File: src/rtl/disp_scan_ctrl.sv
// Eight-digit multiplexed seven-segment scan controller with frame-aligned
// display updates, dead-time between digits and leading-zero suppression.
module disp_scan_ctrl #(
    parameter int unsigned DIGIT_TICKS = 50000,
    parameter int unsigned DEAD_TICKS  = 2
) (
    input  logic        clk_i,
    input  logic        rst_i,
    input  logic [31:0] data_i,
    input  logic        load_i,
    input  logic        blank_i,
    output logic        ack_o,
    output logic        frame_o,
    output logic [7:0]  an_o,
    output logic [6:0]  seg_o,
    output logic [2:0]  idx_o
);

    localparam int unsigned TICK_W = $clog2(DIGIT_TICKS);
    localparam logic [TICK_W-1:0] TICK_LAST = TICK_W'(DIGIT_TICKS - 1);
    localparam logic [TICK_W-1:0] TICK_DEAD = TICK_W'(DEAD_TICKS);
    localparam logic [7:0] AN_OFF  = 8'hFF;
    localparam logic [6:0] SEG_OFF = 7'h7F;

    // Scan position
    logic [TICK_W-1:0] tick, tick_n;
    logic [2:0]        idx, idx_n;

    // Display and pending-load registers
    logic [31:0]       disp, disp_n;
    logic [31:0]       pdata, pdata_n;
    logic              pend, pend_n;

    // Registered output next values
    logic              ack_n, frame_n;
    logic [7:0]        an_n;
    logic [6:0]        seg_n;

    logic              frame_end_c;
    logic [3:0]        nib_c;
    logic [7:0]        upper_zero_c;
    logic              blank_c;

    // Active-low seven-segment encoding, bit0 = a ... bit6 = g
    function automatic logic [6:0] hex_seg(input logic [3:0] n);
        logic [6:0] s;
        case (n)
            4'h0:    s = 7'h40;
            4'h1:    s = 7'h79;
            4'h2:    s = 7'h24;
            4'h3:    s = 7'h30;
            4'h4:    s = 7'h19;
            4'h5:    s = 7'h12;
            4'h6:    s = 7'h02;
            4'h7:    s = 7'h78;
            4'h8:    s = 7'h00;
            4'h9:    s = 7'h10;
            4'hA:    s = 7'h08;
            4'hB:    s = 7'h03;
            4'hC:    s = 7'h46;
            4'hD:    s = 7'h21;
            4'hE:    s = 7'h06;
            default: s = 7'h0E;
        endcase
        return s;
    endfunction

    assign frame_end_c = (idx == 3'd7) && (tick == TICK_LAST);
    assign nib_c       = disp[{idx, 2'b00} +: 4];

    // upper_zero_c[k]: nibbles k..7 of the display register are all zero
    always_comb begin
        upper_zero_c    = '0;
        upper_zero_c[7] = (disp[31:28] == 4'h0);
        for (int k = 6; k >= 0; k--) begin
            upper_zero_c[k] = upper_zero_c[k+1] && (disp[4*k +: 4] == 4'h0);
        end
    end

    assign blank_c = blank_i && (idx != 3'd0) && upper_zero_c[idx];

    // Next-state and next-output logic
    always_comb begin
        tick_n  = tick + TICK_W'(1);
        idx_n   = idx;
        disp_n  = disp;
        pdata_n = pdata;
        pend_n  = pend;
        ack_n   = 1'b0;
        frame_n = 1'b0;
        an_n    = AN_OFF;
        seg_n   = SEG_OFF;

        if (tick == TICK_LAST) begin
            tick_n = '0;
            idx_n  = idx + 3'd1;
        end

        if (load_i) begin
            pdata_n = data_i;
            pend_n  = 1'b1;
        end

        // Display only changes on the frame boundary; a same-cycle load bypasses pending
        if (frame_end_c) begin
            frame_n = 1'b1;
            if (load_i) begin
                disp_n = data_i;
                pend_n = 1'b0;
                ack_n  = 1'b1;
            end else if (pend) begin
                disp_n = pdata;
                pend_n = 1'b0;
                ack_n  = 1'b1;
            end
        end

        if (tick >= TICK_DEAD) begin
            an_n  = ~(8'b1 << idx);
            seg_n = blank_c ? SEG_OFF : hex_seg(nib_c);
        end
    end

    // State and output registers
    always_ff @(posedge clk_i) begin
        if (rst_i) begin
            tick    <= '0;
            idx     <= '0;
            disp    <= '0;
            pdata   <= '0;
            pend    <= 1'b0;
            ack_o   <= 1'b0;
            frame_o <= 1'b0;
            an_o    <= AN_OFF;
            seg_o   <= SEG_OFF;
        end else begin
            tick    <= tick_n;
            idx     <= idx_n;
            disp    <= disp_n;
            pdata   <= pdata_n;
            pend    <= pend_n;
            ack_o   <= ack_n;
            frame_o <= frame_n;
            an_o    <= an_n;
            seg_o   <= seg_n;
        end
    end

    assign idx_o = idx;

endmodule

File: config.mk
export PLATFORM = sky130hd
export DESIGN_NAME = disp_scan_ctrl
export DESIGN_NICKNAME = d
export VERILOG_FILES = /design/src/rtl/disp_scan_ctrl.sv
export SDC_FILE = /design/constraint.sdc
export NUM_CORES = 1
export LEC_CHECK = 0
export ABC_AREA = 1
export CAP_MARGIN = 20
export CORE_ASPECT_RATIO = 0.75
export CORE_MARGIN = 2
export CORE_UTILIZATION = 40
export DETAILED_ROUTE_END_ITERATION = 8
export DONT_BUFFER_PORTS = 1
export PLACE_DENSITY = 0.61
export SYNTH_ARGS = -nofsm -noshare
export SYNTH_HDL_FRONTEND = slang
export SYNTH_SLANG_ARGS = --single-unit
File: constraint.sdc
create_clock -name clk_i -period 4.4 [get_ports clk_i]
set_clock_uncertainty 0.2 [all_clocks]
set_input_delay 0.22 -clock clk_i [delete_from_list [all_inputs] [get_ports clk_i]]
set_output_delay 0.22 -clock clk_i [all_outputs]
set_load 0.01 [all_outputs]
==> results.cfg, run 1 <==
[final_layout]
nFillCells = 1149
final_nets = 715
layout.area.seq_um2 = 2022
final_core_util_pct = 47.88
antenna_cells = 0
syn_to_final_growth_pct = 15.77
drive_above_1_share_pct = 14.03
multi_input_area_um2 = 2391

[synthesis]
synthDistinctLibCells = 37
ys_ff_latch = 101
synthArstFlopShare_pct = 0
synthFlopType = dfxtp_1
syn_nets = 687
synth.yosys.seq_area_share_pct = 41.79
synth_edf_count = 0
syn_area_per_cell_um2 = 7.596
synth_warnings = 0
synth_area_um2 = 4838
synthCells = 637

[clock_network]
numCtsBuffers = 9
htreeDepth = 3
path_clk_slew_ps = 70
root_buffer = clkbuf_16
cts_sinks = 101
cts_buffer_depth = 2
clk_latency_ps = 340
cts_tree = built

[global_routing]
grt_usage_pct = 17.90
grt_pass1_wl_um = 18550
grt_pass1_vias = 3965
antenna_found_initial = 0
grt_max_degree = 36
grt_overflow_total = 0

[die]
start_util_pct = 41.36
ios = 56
dieArea_um2 = 13000
coreArea_um2 = 11700
die_w_um = 131.0
rows = 34
die_h_um = 99.25

[worst_setup_path]
path_max_fanout = 17
critPathArrivalTime_ps = 2760
end_kind = flip-flop
reg2reg_depth = 10
critical_path_required_ps = 4420
critPathKind = flip-flop to flip-flop
worst_r2r_endpoint = seg_o[5]
setup.worst_path.start_class = flip-flop
reg2reg_from = idx_o[1]
r2r_slack_ps = 1660

[detailed_routing]
route.detailed.wl_per_inst_um = 13.38
drt_first_pass_iters = 5
viasPerCell = 4.843
vias = 4029
drcViolationCount = 0
wl_um = 11140
drt_iter0_drc = 309
ant_nets = 0

[hold_path]
hold_depth = 3
hold_class = input pin to flip-flop
hp-start = data_i[21]
whs_endpoint = pdata[21]

[power_and_ir_drop]
irDropWorstVdd_v = 0.0002135
power_density_nw_per_um2 = 334.5
leakage_nw = 2.374

[sta]
setup_viol = 0
finalCritPeriodShare_pct = 62.28
min_period_ps = 2740
finalHoldViolations = 0
worstMarginPinSlew_ps = 781.8
tns_ps = 0
maxSlewHeadroom_pct = 47.76
clock.fmax_mhz = 364.9
rsz0062_at_grt = no
drv_slew = 0

[job]
cap_violations = 0

[placement]
gp_congestion = 0.8812
numPortBuffers = 0
post-dp-hpwl_um = 7826

[status]
status = complete, no violations
==> synthesized netlist by cell type, types with 5 or more instances <==
cell type	instances	area [µm²]
nand2_1	168	630.6
nor2_1	77	289.0
dfxtp_1	101	2022
a21oi_1	13	65.06
or2_2	15	93.84
nor3_1	7	35.03
ha_1	14	175.2
nand3_1	51	255.2
inv_1	54	202.7
o21ai_0	14	70.07
nand2_2	5	31.28
buf_2	8	40.04
a21oi_2	32	280.3
mux2i_1	19	190.2
buf_6	9	101.4
==> worst max-delay path by stage <==
stage,from,endpoint,cells after the start
after global placement,idx_o[1],seg_o[0],10
after floorplan,idx_o[0],seg_o[3],11
after detailed placement,idx_o[1],seg_o[5],10
final,idx_o[1],seg_o[5],10
after global routing,idx_o[1],seg_o[5],11
after CTS,idx_o[1],seg_o[5],11
==> timing repair <==
item | 4_1_cts | 5_1_grt
endpoints found under the setup margin | 0 | 0
hold buffers | 41 | 0
setup buffers | 0 | 0
endpoints found under the hold margin | 55 | 0
resized for setup | 0 | 0
==> where the power goes <==
part / leakage [nW] / internal (mW) / switching (mW)
registers: 0.824 / 0.943 / 0.0131
logic: 1.41 / 0.0581 / 0.0648
clock network: 0.142 / 0.457 / 0.338
==> per-layer routing <==
metal / wire (µm) / vias to the layer above / global-route usage (%)
li1: - / 2069 / -
met1: 5520 / 1857 / 24.59
met2: 4831 / 89 / 27.78
met3: 646 / 14 / 4.895
met4: 136 / 0 / 4.746
met5: 0 / - / 0
==> final cells by class <==
cell class              count  share of cell area [%]
flip-flops and latches    101                   36.10
multi-input cells         448                   42.68
inverters                  61                   4.132
repair buffers             44                   8.086
well taps                 162                   3.618
clock buffers              11                   4.333
clock inverters             5                   1.050
==> metrics by stage <==
stage	std cells	worst slack [ps]	power (mW)	instance area [µm²]	hold WS [ps]
global route	832	1383	1.954	5602	10.42
global placement	775	1779	1.055	4870	95.58
floorplan	637	2454	1.052	4838	186.7
detailed placement	775	1699	1.058	4870	98.02
CTS	832	1682	1.897	5602	1.358
finish	832	1660	1.874	5602	9.734
==> logic make-up after synthesis <==
| group | Yosys count | share of synthesized area [%] |
|---|---|---|
| AND/OR/NAND/NOR | 344 | 31.52 |
| flip-flops | 101 | 41.79 |
| buffers and inverters | 88 | 8.792 |
| AO/OA/AOI/OAI | 70 | 10.16 |
| multiplexers | 19 | 3.931 |
| adder cells (fa/ha/maj) | 14 | 3.620 |
| XOR/XNOR | 1 | 0.1811 |
==> worst max-delay path: stages, from the launching register on <==
cell     delay, ps
dfxtp_1        780
inv_1          430
nand3_1        190
nand3_1         70
nand2_1        210
inv_1          130
ha_1           240
nand3_1        150
nand2_1         70
nand2_1         70
nand3_1         70
==> layout by cell type, fill, tap and decap left out, types with 2 or more instances in the layout <==
cell,n
inv_2,4
buf_4,3
ha_1,14
o211ai_1,4
nand3_2,2
nor2_4,3
mux2i_1,19
o21ai_1,3
nor2_2,4
nand3_1,51
nor2_1,77
nand2_2,5
nor3_1,7
o21ai_0,14
a21oi_1,13
nand4_2,2
dfxtp_1,101
or2_2,15
nand2_1,168
clkinvlp_4,2
buf_12,2
inv_1,54
dlygate4sd3_1,39
nand4_1,4
clkbuf_16,9
a21oi_2,32
nand2_4,2
clkinv_2,3
o21ai_2,2
==> flip-flops by register name, indices dropped and copies added, names as in the netlist, 3 cells and up <==
| register | cells |
|---|---|
| disp | 32 |
| pdata | 32 |
| tick | 16 |
| idx_o | 3 |
| an_o | 8 |
| seg_o | 7 |
Note: power is estimated with default switching activity, not from simulation.
==> inputs of run 2 (changes only) <==
clock period = 2.66 ns   (was 4.4 ns; I/O delays follow)
==> run 2 against run 1 <==
Non-clock buffer count grew 11. Fmax rose by 17%. Wire length down 0.65%. Core utilization is 0.91 points higher. Critical path depth grew 1. Sequential share of layout area down 0.67 points. Register-to-register slack lost 1300 ps. Critical endpoint unchanged. Highest routed layer unchanged.
==> results.cfg, run 2 (synthesized netlist as in run 1, its figures left out) <==
[status]
status = complete, no violations

[placement]
dp.cells = 779
post-dp-hpwl_um = 7844
gp_congestion = 0.8286
dpl_cell_area_um2 = 4925
place_ws_ps = 364.9
numPortBuffers = 0

[global_routing]
grt_pass1_wl_um = 18740
grt_overflow_total = 0
antenna_found_initial = 0
grt_max_degree = 37
grt_pass1_vias = 3937
grt_usage_pct = 18.12

[hold_path]
hold_depth = 3
hold_class = input pin to flip-flop

[clock_network]
numCtsBuffers = 9
post_cts_buffers = 0
cts_sinks = 101
root_buffer = clkbuf_16
htreeDepth = 3
path_clk_slew_ps = 70
clk_latency_ps = 340
cts_buffer_depth = 2
cts_tree = built

[detailed_routing]
ant_nets = 0
dr_wl_met3_um = 512
viasPerCell = 4.804
route.detailed.wl_per_inst_um = 13.12
vias = 4050
wl_met2_um = 4936
wl_met1_um = 5512
drt_first_pass_iters = 4
top_layer = met4
drt_iter0_drc = 230
drcViolationCount = 0
wl_um = 11060

[final_layout]
largestRegisters = disp: 32 flops, pdata: 32 flops, tick: 16 flops
antenna_cells = 0
nFillCells = 1159
design_area_um2 = 5708
fin_cells = 843
drive_above_1_share_pct = 14.54
final_nets = 726
layout_commonest_cell = nand2_1
final_cell_mix = 168 x nand2_1, 101 x dfxtp_1, 77 x nor2_1
syn_to_final_growth_pct = 17.97
final_core_util_pct = 48.79

[worst_setup_path]
end_kind = flip-flop
critical_path.cell_chain = inv_1, nand2_1, nand3_1, nand3_1, nand2_1, inv_1, ha_1, nand3_1, nand2_1, nand2_1, nand3_1
setup.worst_path.start_class = flip-flop
crit_family = simple AND/OR/NAND/NOR gates
critPathKind = flip-flop to flip-flop
path_max_fanout = 13
cp.depth = 11
critical_path_required_ps = 2670
slowest_delay_ps = 400
critPathArrivalTime_ps = 2360
critPathBufInv = 2
reg2reg_depth = 11
slowest_stage = dfxtp_1

[die]
ios = 56
die_w_um = 131.0
dieArea_um2 = 13000
die_h_um = 99.25
rows = 34
start_util_pct = 41.36
coreArea_um2 = 11700

[sta]
finalWorstSetupSlack_ps = 311.7
finalHoldViolations = 0
hold_ws_ps = 2.213
finalCritPeriodShare_pct = 88.28
rsz0062_at_grt = no
tns_ps = 0
worstMarginPinSlew_ps = 472.0
min_period_ps = 2348
maxSlewHeadroom_pct = 68.50
clock.fmax_mhz = 425.8
drv_slew = 0
setup_viol = 0

[power_and_ir_drop]
power.total_mw = 3.043
power_density_nw_per_um2 = 533.0
irDropWorstVdd_v = 0.0003248
leakage_nw = 2.421

[job]
cap_violations = 0
-- run 2: report_power, final --
group	total [mW]	switching, mW	internal [mW]
clock network	1.25	0.598	0.648
logic	0.216	0.111	0.106
registers	1.58	0.0217	1.56
-- run 2: final timing paths --
path	end	slack, ps	from
worst min register to register	tick[0]	260	tick[0]
worst max-delay path	seg_o[5]	310	idx_o[1]
worst max register to register	seg_o[5]	310	idx_o[1]
worst min-delay path	pdata[9]	2	load_i
-- run 2: layout make-up --
class | count | area, µm² | share of cell area, %
well taps | 162 | 202.7 | 3.551
multi-input cells | 448 | 2391 | 41.89
repair buffers | 55 | 578.1 | 10.13
clock buffers | 9 | 225.2 | 3.946
inverters | 61 | 231.5 | 4.055
clock inverters | 7 | 57.56 | 1.008
flip-flops and latches | 101 | 2022 | 35.42
-- run 2: timing repair --
action / CTS / global route
hold buffers: 48 / 0
hold endpoints to repair: 86 / 0
gates resized for setup: 0 / 0
-- run 2: metal layers --
metal	up-vias	GRT usage (%)
li1	2099	-
met1	1866	25.22
met2	78	28.50
met3	7	4.411
met4	0	4.173
met5	-	0
-- run 2: worst register-to-register path: cells and delay by family (launching register included) --
| kind | cells | cell delay, ps |
|---|---|---|
| and+or+nand+nor | 8 | 850 |
| DFF | 1 | 400 |
| buffers and inverters | 2 | 520 |
| adders and majority gates | 1 | 240 |
